**src/rtl/sipo_deser_pkg.sv**
```systemverilog
// Shared types for the serial-in/parallel-out deserialiser.
// Latency: n/a (types only).
// Backpressure: n/a (types only).
package sipo_pkg;

  // IDLE: waiting for a framed bit 0; SHIFT: word partially received
  typedef enum logic {
    IDLE  = 1'b0,
    SHIFT = 1'b1
  } sipo_state_t;

endpackage

```
**src/rtl/sipo_deser_if.sv**
```systemverilog
// Serial input / parallel word output bundle for sipo_deser.
// Latency: n/a (wiring only).
// Backpressure: none; the serial side is qualified by SVALID, the word side is a 1-cycle strobe.
//   SIN/SVALID/FRAME : serial bit, qualifier, word-start marker
//   CLR              : clears the sticky ERR flag
//   Q/QVALID         : completed word and its 1-cycle strobe
//   BUSY/ERR         : word in progress / sticky aborted-frame flag
interface sipo_deser_if #(
  parameter int N = 8
);
  logic         SIN;
  logic         SVALID;
  logic         FRAME;
  logic         CLR;
  logic [N-1:0] Q;
  logic         QVALID;
  logic         BUSY;
  logic         ERR;

  modport master (
    output SIN, SVALID, FRAME, CLR,
    input  Q, QVALID, BUSY, ERR
  );

  modport slave (
    input  SIN, SVALID, FRAME, CLR,
    output Q, QVALID, BUSY, ERR
  );
endinterface

```
**src/rtl/sipo_deser_bit_cnt.sv**
```systemverilog
// Mod-N bit counter: sync clear, load-to-1, increment; flags the last bit position.
// Latency: cnt updates one cycle after clr/load1/inc; last is combinational from cnt.
// Backpressure: none; holds when no control input is active.
//   CLK, res : clock, synchronous active-high reset
//   clr      : force cnt to 0 (highest priority after reset)
//   load1    : force cnt to 1 (bit 0 of a new word was just taken)
//   inc      : advance cnt, wrapping N-1 -> 0
//   cnt      : current bit index
//   last     : cnt == N-1
module bit_cntN #(
  parameter int N = 8
) (
  input  logic                 CLK,
  input  logic                 res,
  input  logic                 clr,
  input  logic                 load1,
  input  logic                 inc,
  output logic [$clog2(N)-1:0] cnt,
  output logic                 last
);
  localparam int CW = $clog2(N);

  logic [CW-1:0] cnt_d;
  logic [CW-1:0] cnt_q;

  always_comb begin
    cnt_d = cnt_q;
    if (clr) begin
      cnt_d = '0;
    end else if (load1) begin
      cnt_d = CW'(1);
    end else if (inc) begin
      cnt_d = last ? '0 : cnt_q + CW'(1);
    end
  end

  always_ff @(posedge CLK) begin
    if (res) begin
      cnt_q <= '0;
    end else begin
      cnt_q <= cnt_d;
    end
  end

  assign cnt  = cnt_q;
  assign last = (cnt_q == CW'(N - 1));
endmodule

```
**src/rtl/sipo_deser.sv**
```systemverilog
// Serial-in/parallel-out deserialiser: frames N serial bits into a word for the PIPO stage.
// Latency: word on Q with a 1-cycle QVALID in the cycle after the edge sampling bit N-1.
// Backpressure: none; gaps on SVALID stall the shift, an early FRAME aborts and sets sticky ERR.
//   CLK, res : clock, synchronous active-high reset
//   bus      : slave side of sipo_deser_if (SIN/SVALID/FRAME/CLR in, Q/QVALID/BUSY/ERR out)
//   MSB_FIRST: 1 puts the first serial bit in Q[N-1], 0 puts it in Q[0]
module sipo_deser
  import sipo_pkg::*;
#(
  parameter int N         = 8,
  parameter bit MSB_FIRST = 1'b1
) (
  input  logic        CLK,
  input  logic        res,
  sipo_deser_if.slave bus
);
  localparam int CW = $clog2(N);

  sipo_state_t  state_d, state_q;
  logic [N-1:0] sh_d, sh_q;
  logic [N-1:0] q_d, q_q;
  logic         qvld_d, qvld_q;
  logic         err_d, err_q;

  logic [N-1:0] sh_next;
  logic         cnt_clr, cnt_load1, cnt_inc;
  logic [CW-1:0] bit_idx;
  logic         bit_last;

  bit_cntN #(.N(N)) u_cnt (
    .CLK   (CLK),
    .res   (res),
    .clr   (cnt_clr),
    .load1 (cnt_load1),
    .inc   (cnt_inc),
    .cnt   (bit_idx),
    .last  (bit_last)
  );

  // Shift reg with the incoming bit already merged, so the final bit can go
  // straight into Q on the completing edge.
  assign sh_next = MSB_FIRST ? {sh_q[N-2:0], bus.SIN} : {bus.SIN, sh_q[N-1:1]};

  always_comb begin
    state_d   = state_q;
    sh_d      = sh_q;
    q_d       = q_q;
    qvld_d    = 1'b0;
    err_d     = bus.CLR ? 1'b0 : err_q;
    cnt_clr   = 1'b0;
    cnt_load1 = 1'b0;
    cnt_inc   = 1'b0;

    if (bus.SVALID) begin
      unique case (state_q)
        IDLE: begin
          // Unframed bits in IDLE are dropped.
          if (bus.FRAME) begin
            sh_d      = sh_next;
            cnt_load1 = 1'b1;
            state_d   = SHIFT;
          end
        end
        SHIFT: begin
          sh_d = sh_next;
          if (bus.FRAME) begin
            // Early FRAME: drop the partial word, restart on this bit.
            // Setting ERR wins over a simultaneous CLR.
            err_d     = 1'b1;
            cnt_load1 = 1'b1;
          end else if (bit_last) begin
            q_d     = sh_next;
            qvld_d  = 1'b1;
            cnt_clr = 1'b1;
            state_d = IDLE;
          end else begin
            cnt_inc = 1'b1;
          end
        end
        default: state_d = IDLE;
      endcase
    end
  end

  always_ff @(posedge CLK) begin
    if (res) begin
      state_q <= IDLE;
      sh_q    <= '0;
      q_q     <= '0;
      qvld_q  <= 1'b0;
      err_q   <= 1'b0;
    end else begin
      state_q <= state_d;
      sh_q    <= sh_d;
      q_q     <= q_d;
      qvld_q  <= qvld_d;
      err_q   <= err_d;
      // The bit index wraps at the last position and must never run past it.
      assert (bit_idx <= CW'(N - 1));
    end
  end

  assign bus.Q      = q_q;
  assign bus.QVALID = qvld_q;
  assign bus.BUSY   = (state_q == SHIFT);
  assign bus.ERR    = err_q;
endmodule
```
**src/flat_wrapper.sv**
```systemverilog
// flat-port wrapper written by rule: the top's interface ports become plain ports
module sipo_deser_flat import sipo_pkg::*;
#(
  parameter int N         = 8,
  parameter bit MSB_FIRST = 1'b1
)
  (CLK, res, bus_SIN, bus_SVALID, bus_FRAME, bus_CLR, bus_Q, bus_QVALID, bus_BUSY, bus_ERR);
  sipo_deser_if #(.N(N)) bus_i ();
  input  logic CLK;
  input  logic res;
  input wire logic [$bits(bus_i.SIN)-1:0] bus_SIN;
  input wire logic [$bits(bus_i.SVALID)-1:0] bus_SVALID;
  input wire logic [$bits(bus_i.FRAME)-1:0] bus_FRAME;
  input wire logic [$bits(bus_i.CLR)-1:0] bus_CLR;
  output wire logic [$bits(bus_i.Q)-1:0] bus_Q;
  output wire logic [$bits(bus_i.QVALID)-1:0] bus_QVALID;
  output wire logic [$bits(bus_i.BUSY)-1:0] bus_BUSY;
  output wire logic [$bits(bus_i.ERR)-1:0] bus_ERR;
  assign bus_i.SIN = bus_SIN;
  assign bus_i.SVALID = bus_SVALID;
  assign bus_i.FRAME = bus_FRAME;
  assign bus_i.CLR = bus_CLR;
  assign bus_Q = bus_i.Q;
  assign bus_QVALID = bus_i.QVALID;
  assign bus_BUSY = bus_i.BUSY;
  assign bus_ERR = bus_i.ERR;
  sipo_deser #(.N(N), .MSB_FIRST(MSB_FIRST)) u_core (.CLK(CLK), .res(res), .bus(bus_i));
endmodule
```
**config.mk**
```make
export PLATFORM = sky130hd
export DESIGN_NAME = sipo_deser_flat
export DESIGN_NICKNAME = d
export VERILOG_FILES = /design/src/rtl/sipo_deser_pkg.sv /design/src/rtl/sipo_deser_if.sv /design/src/rtl/sipo_deser_bit_cnt.sv /design/src/rtl/sipo_deser.sv /design/src/flat_wrapper.sv
export SDC_FILE = /design/constraint.sdc
export NUM_CORES = 1
export LEC_CHECK = 0
export ABC_CLOCK_PERIOD_IN_PS = 1500
export CORE_ASPECT_RATIO = 0.75
export CORE_MARGIN = 1.5
export CORE_UTILIZATION = 38
export DETAILED_ROUTE_END_ITERATION = 8
export PLACE_DENSITY = 0.73
export SLEW_MARGIN = 10
export SYNTH_ARGS = -nofsm -noshare
export SYNTH_HDL_FRONTEND = slang
export SYNTH_SLANG_ARGS = --single-unit
```
**constraint.sdc**
```tcl
create_clock -name CLK -period 1.5 [get_ports CLK]
set_input_delay 0.15 -clock CLK [delete_from_list [all_inputs] [get_ports CLK]]
set_output_delay 0.15 -clock CLK [all_outputs]
set_load 0.03 [all_outputs]
```
==> key figures, run 1 <==
Run
  • Max Cap Viol: 0

Floorplanning
  • # rows: 13
  • DIE AREA: 0.00230 mm²
  • I/O Pins: 17
  • Core footprint: 0.00181 mm²
  • DIE HEIGHT: 41.9 µm
  • Initial Util: 0.424
  • Die Width: 54.8 µm

Drt
  • Number of vias in the routed layout: 586
  • Final antenna-violating net count: 0
  • DR DRC count: 0
  • Post-Route WL: 1.52 mm
  • WL/cell: 12.9 µm
  • First drt pass iteration count: 3
  • Number of DRC markers in iteration 0: 4
  • Vias per cell: 4.97

Clock tree
  • CTS Root Cell: clkbuf_4
  • Post-CTS Hold Fix Bufs: 0
  • CTS Buffer Depth: 2
  • CTS tree: yes
  • Reg clk slew, reported paths: 100 ps
  • Clock sink count: 21
  • Clk_lat worst skew: 300 ps
  • H-tree depth: 1
  • Total CTS buffers: 3

Synthesis
  • Register area share after synthesis: 0.549
  • Net count after synthesis: 73
  • Synth cell types: 20
  • Post-Syn Instances: 65
  • Post-synthesis instance area: 766 µm²
  • Flop and latch count out of synthesis: 21
  • Synth warnings: 0
  • Mapped Avg Cell Area: 11.8 µm²

Critical path
  • CP delay by family, top: simple AND/OR/NAND/NOR gates
  • Chain of cells forming the critical path: ha_4 -> ha_4 -> and4bb_4 -> mux2_4 -> and3_4
  • Max stage delay on crit path: 350 ps
  • CP startpoint: u_core.u_cnt.cnt[0]$_SDFFE_PP0P_
  • Crit Path Max Fanout: 3
  • Arr. time, crit path: 1770 ps
  • Cell mode on critical path: ha_4
  • CP Launch Type: flip-flop
  • CP endpoint kind: flip-flop
  • Setup CP Type: reg -> reg
  • WP data required: 1700 ps
  • Buf+Inv Stages, Crit Path: 0
  • R2r startpoint: u_core.u_cnt.cnt[0]$_SDFFE_PP0P_
  • Slowest cell on crit path: dfxtp_2

Worst hold path
  • Hold WC Path Type: in -> reg
  • Worst Hold Launch: bus_SIN

Timing
  • Final setup margin: -66.7 ps
  • Final min period: 1570 ps
  • Final Max Tran Viols: 0
  • Hold WS: 473 ps
  • Final-report hold violation count: 0
  • Fmax achieved: 638 MHz
  • Tightest Pin Transition: 320 ps
  • Post-route clock period utilization: 1.04
  • Worst relative slew slack: 0.786
  • RSZ-0062 raised after global routing: yes
  • Final setup viols: 2
  • Fin Clk Skew: 1.23 ps

Placement
  • Placer Congestion: 0.636
  • Area after DPL: 0.00105 mm²
  • IO buf count: 16
  • HPWL Detailed: 999 µm

Cells and area
  • P&R area growth vs syn: 51.5%
  • Nets: 105
  • Layout cells sized above 1: 0.292
  • Diode count: 0
  • Cell area after layout: 0.00116 mm²
  • Post-Route Utilization: 0.642

Global route
  • GRT busiest layer: met1
  • M2 GR Usage: 0.198
  • Initial antenna violation count: 0
  • GRT Util Overall: 0.152
  • First-pass GRT wire length: 2.41 mm
  • Grt met3 use: 0.0755
  • Gr ovfl total: 0
  • GR Util met1: 0.204
  • Largest net degree at the start of global routing: 12
  • Vias in the first global route: 523

Run status
  • Failing checks: negative setup slack
  • Status: finished with violations

Power and ir drop
  • PD cells: 800 mW/mm²
  • Peak supply drop: 391 µV
  • P_leak: 0.000647 µW
## worst register-to-register path, cell delays in order, from the launching register on
cell and delay, ps:
dfxtp_2 350, ha_4 160, ha_4 150, and4bb_4 320, mux2_4 310, and3_4 180
## final cells by class
type / instances / area, µm²
Tap cell: 22 / 27.5
Fill cell: 156 / 646
Sequential cell: 21 / 423
Timing Repair Buffer: 29 / 307
Clock buffer: 4 / 26.3
Multi-Input combinational cell: 42 / 377
## power breakdown
group | internal (µW) | total (µW) | switching, µW
Combinational | 53.8 | 94.0 | 40.2
Sequential | 565 | 573 | 7.92
Clock | 104 | 260 | 157
## sequential cells by signal, summed over array words and instances (netlist names)
name	count
u_core.bus.QVALID	1
u_core.sh_q	7
u_core.bus.ERR	1
u_core.bus.Q	8
u_core.u_cnt.cnt	3
u_core.bus.BUSY	1
## cells in the mapped netlist
library cell | count | share of area
a21oi_1 | 2 | 0.013
mux2_1 | 2 | 0.029
buf_6 | 1 | 0.015
xnor2_1 | 1 | 0.011
ha_1 | 2 | 0.033
nor2_1 | 7 | 0.034
and4bb_4 | 1 | 0.021
mux2i_1 | 7 | 0.092
nor2_2 | 1 | 0.0082
nor2b_4 | 1 | 0.018
a22o_1 | 8 | 0.092
nand4b_1 | 1 | 0.011
a21boi_0 | 1 | 0.0098
nand2b_1 | 1 | 0.0082
and3_1 | 2 | 0.016
o21ai_2 | 1 | 0.011
dfxtp_1 | 21 | 0.55
buf_2 | 1 | 0.0065
nand2_1 | 3 | 0.015
nand3_1 | 1 | 0.0065
## metal layers
layer	wire length, µm	up-vias
li1	-	294
met1	721	269
met2	659	18
met3	111	5
met4	25	0
met5	0	-
## logic make-up (layout without fill, tap and decap cells)
kind of cell | Yosys count | count (layout) | share of synthesized area
AOI/OAI and AO/OA | 12 | 12 | 0.126
xor gates and xnor gates | 1 | 1 | 0.0114
adders and majority gates | 2 | 2 | 0.0327
buffers and inverters | 2 | 33 | 0.0212
DFF | 21 | 21 | 0.549
muxes | 9 | 9 | 0.121
and+or+nand+nor | 18 | 18 | 0.139
## per-stage QoR
stage                     power, µW  std cells  setup TNS, ps  setup slack (ps)
after floorplan                 626         65          -21.0             -21.0
after CTS                       938        118           -140             -87.1
after global routing            983        118           -236             -93.5
after detailed placement        671        111           -153             -81.2
after global placement          669        111          -23.2             -23.2
final                           928        118          -85.2             -66.7
## layout by cell type (no fill, tap or decap)
cell type | synthesis | routed
nand2b_1 | 1 | 1
buf_12 | 0 | 1
dlygate4sd2_1 | 0 | 1
and4bb_4 | 1 | 1
buf_4 | 0 | 8
a21oi_1 | 2 | 2
nor2_1 | 7 | 7
clkbuf_1 | 0 | 1
nand3_1 | 1 | 1
nand4b_1 | 1 | 1
ha_4 | 0 | 2
nor2b_4 | 1 | 1
xnor2_1 | 1 | 1
a22o_1 | 8 | 8
o21ai_2 | 1 | 1
clkdlybuf4s50_1 | 0 | 6
dlymetal6s2s_1 | 0 | 9
clkbuf_4 | 0 | 3
mux2_4 | 0 | 2
mux2i_1 | 7 | 7
nand2_1 | 3 | 3
a21boi_0 | 1 | 1
nor2_4 | 0 | 1
buf_6 | 1 | 4
and3_4 | 0 | 2
dfxtp_1 | 21 | 19
dfxtp_2 | 0 | 2
## timing repair
action | 4_1_cts | 5_1_grt
setup endpoints to repair | 6 | 20
resized for setup | 4 | 15
buffers inserted | 3 | 0
gates cloned | 0 | 0
pin swaps | 2 | 8
## path summary, 6_finish.rpt
path / to / slack, ps / cells past startpoint
min reg2reg: u_core.bus.ERR$_SDFF_PP0_ / 480 / 2
max: u_core.u_cnt.cnt[1]$_SDFFE_PP0P_ / -70 / 5
min: u_core.bus.Q[0]$_SDFFE_PP0P_ / 470 / 2
max reg2reg: u_core.u_cnt.cnt[1]$_SDFFE_PP0P_ / -70 / 5
(Power assumes the default switching activity.)
==> inputs of run 2 (changes only) <==
- CORE_UTILIZATION: 38 -> 42
- PLACE_DENSITY: 0.73 -> 0.79
==> run 2 against run 1 <==
Compared with the run above:
- the flow still finishes with violations (negative setup slack)
- global-route usage increased by 1.4 points
- hold slack got worse by 4.4 ps
- total power increased by 0.78%
- critical path type unchanged
==> key figures, run 2 (same netlist as run 1, synthesis figures left out) <==
Critical path
  • Slowest cell on crit path: dfxtp_2 (unchanged)
  • CP Launch Type: flip-flop (unchanged)
  • Max stage delay on crit path: 360 ps (was 350 ps)
  • Arr. time, crit path: 1770 ps (about the same)
  • CP delay by family, top: simple AND/OR/NAND/NOR gates (unchanged)
  • Chain of cells forming the critical path: ha_4 -> ha_4 -> and4bb_4 -> mux2_4 -> and3_1 (was ha_4 -> ha_4 -> and4bb_4 -> mux2_4 -> and3_4)
  • Setup CP Type: reg -> reg (unchanged)
  • Cell mode on critical path: ha_4 (unchanged)
  • Buf+Inv Stages, Crit Path: 0 (unchanged)
  • Crit Path Max Fanout: 3 (unchanged)
  • WP data required: 1710 ps (was 1700 ps)
  • CP endpoint kind: flip-flop (unchanged)

Power and ir drop
  • Peak supply drop: 754 µV (was 391 µV)
  • PD cells: 853 mW/mm² (was 800 mW/mm²)
  • Sequential power share: 0.613 (was 0.618)
  • P_leak: 0.000583 µW (was 0.000647 µW)
  • Logic pwr share: 0.096 (was 0.101)
  • Switching share of total power: 0.236 (was 0.221)
  • Switching pwr: 221 µW (was 205 µW)
  • Clock network power share: 0.291 (was 0.281)
  • P_int: 714 µW (was 723 µW)

Timing
  • Fmax achieved: 644 MHz (was 638 MHz)
  • RSZ-0062 raised after global routing: yes (unchanged)
  • Tightest Pin Transition: 367 ps (was 320 ps)
  • Post-route clock period utilization: 1.03 (was 1.04)
  • Final setup viols: 2 (unchanged)
  • Final-report hold violation count: 0 (unchanged)
  • Hold WS: 469 ps (was 473 ps)
  • Final Max Tran Viols: 0 (unchanged)
  • Fin Clk Skew: 1.32 ps (was 1.23 ps)
  • Worst relative slew slack: 0.755 (was 0.786)
  • Final min period: 1550 ps (was 1570 ps)
  • Final setup margin: -51.7 ps (was -66.7 ps)

Drt
  • WL/cell: 13.4 µm (was 12.9 µm)
  • Post-Route WL: 1.52 mm (about the same)
  • First drt pass iteration count: 4 (was 3)
  • Final antenna-violating net count: 0 (unchanged)
  • Vias per cell: 5.01 (was 4.97)
  • Number of DRC markers in iteration 0: 6 (was 4)
  • Number of vias in the routed layout: 571 (was 586)
  • DR DRC count: 0 (unchanged)

Cells and area
  • P&R area growth vs syn: 43.1% (was 51.5%)
  • Cell area after layout: 0.00110 mm² (was 0.00116 mm²)
  • Nets: 101 (was 105)
  • Post-Route Utilization: 0.636 (was 0.642)
  • Fillers: 154 (was 156)
  • Layout cells sized above 1: 0.261 (was 0.292)
  • Most frequent cells in the layout: 19 x dfxtp_1, 8 x a22o_1, 7 x mux2i_1, 7 x nor2_1, 7 x buf_4 (was 19 x dfxtp_1, 9 x dlymetal6s2s_1, 8 x a22o_1, 8 x buf_4)
  • Diode count: 0 (unchanged)
  • Commonest non-fill, non-tap cell in the layout: dfxtp_1 (unchanged)
  • Max reg flops: 8 (unchanged)

Placement
  • Place WS: -53.1 ps (was -81.2 ps)
  • Area after DPL: 0.00103 mm² (was 0.00105 mm²)
  • IO buf count: 16 (unchanged)
  • Placer Congestion: 0.754 (was 0.636)

Clock tree
  • Total CTS buffers: 3 (unchanged)
  • Setup bufs post-CTS: 0 (was 3)
  • H-tree depth: 1 (unchanged)
  • CTS tree: yes (unchanged)
  • Post-CTS Hold Fix Bufs: 0 (unchanged)
  • Reg clk slew, reported paths: 110 ps (was 100 ps)
  • Clk_lat worst skew: 310 ps (was 300 ps)
  • CTS Root Cell: clkbuf_4 (unchanged)
  • CTS Buffer Depth: 2 (unchanged)
  • Clock sink count: 21 (unchanged)

Worst hold path
  • Hold WC Path Type: in -> reg (unchanged)

Global route
  • Largest net degree at the start of global routing: 13 (was 12)
  • Initial antenna violation count: 0 (unchanged)
  • First-pass GRT wire length: 2.36 mm (was 2.41 mm)
  • GRT Util Overall: 0.166 (was 0.152)
  • Vias in the first global route: 516 (was 523)
  • Gr ovfl total: 0 (unchanged)

Floorplanning
  • I/O Pins: 17 (unchanged)
  • DIE AREA: 0.00209 mm² (was 0.00230 mm²)
  • Die Width: 52.3 µm (was 54.8 µm)
  • Core footprint: 0.00172 mm² (was 0.00181 mm²)
  • DIE HEIGHT: 40.0 µm (was 41.9 µm)
  • Initial Util: 0.444 (was 0.424)
  • # rows: 13 (unchanged)

Run status
  • Status: finished with violations (unchanged)
  • Failing checks: negative setup slack (unchanged)

Run
  • Max Cap Viol: 0 (unchanged)
run 2: cell types whose count changed in the layout (fill, tap and decap cells not counted), moves of 2 or more:
cell            delta
dlygate4sd2_1      +4
buf_6              -4
dlymetal6s2s_1     -4
and3_1             +2
and3_4             -2
run 2: worst reg2reg max path: cells and delay by family, from the launching register on:
family	cells	cell delay [ps]
AND/OR/NAND/NOR	2	500
flip-flops	1	360
adder cells (fa/ha/maj)	2	310
multiplexers	1	300
run 2: final cells by class:
type	count	area, µm²	share of cell area
tap	22	27.5	0.0251
clock buffer	3	22.5	0.0205
timing repair buffer	24	239	0.218
clock inverter	1	5.00	0.00457
sequential	21	423	0.386
multi-input combinational	43	379	0.346
run 2: metrics by stage:
stage          instances  TNS, ps  power (µW)
5_1_grt              114     -204         970
6_report             114    -78.3         935
3_3_place_gp         109    -23.1         668
2_1_floorplan         65    -21.0         626
3_5_place_dp         109     -174         670
4_1_cts              114    -84.8         948
run 2: worst paths after layout:
kind / cells after the start / startpoint / slack (ps) / to
setup / recovery: 5 / u_core.u_cnt.cnt[1]$_SDFFE_PP0P_ / -50 / u_core.u_cnt.cnt[1]$_SDFFE_PP0P_
hold / removal: 3 / bus_SIN / 470 / u_core.sh_q[0]$_SDFFE_PP0P_
setup reg to reg: 5 / u_core.u_cnt.cnt[1]$_SDFFE_PP0P_ / -50 / u_core.u_cnt.cnt[1]$_SDFFE_PP0P_
hold reg to reg: 2 / u_core.bus.ERR$_SDFF_PP0_ / 490 / u_core.bus.ERR$_SDFF_PP0_
run 2: power by group through the flow:
stage                     combinational [µW]  clock [µW]  sequential (µW)
after floorplan                         36.9           0              589
final                                   89.7         272              573
after CTS                               86.3         288              573
after global placement                  83.5           0              584
after detailed placement                85.3           0              585
after global routing                    96.2         299              575
run 2: what timing repair did:
item,4_1_cts,5_1_grt
endpoints found under the setup margin,8,16
cloned,1,0
gates resized for setup,7,8
pin swaps,0,8
run 2: routing by layer:
metal | vias to the layer above | global-route usage | part of all wire
met3 | 2 | 0.0672 | 0.052
li1 | 288 | - | -
met2 | 11 | 0.272 | 0.48
met5 | - | 0 | 0
met1 | 270 | 0.202 | 0.46
met4 | 0 | 0.0577 | 0.0092
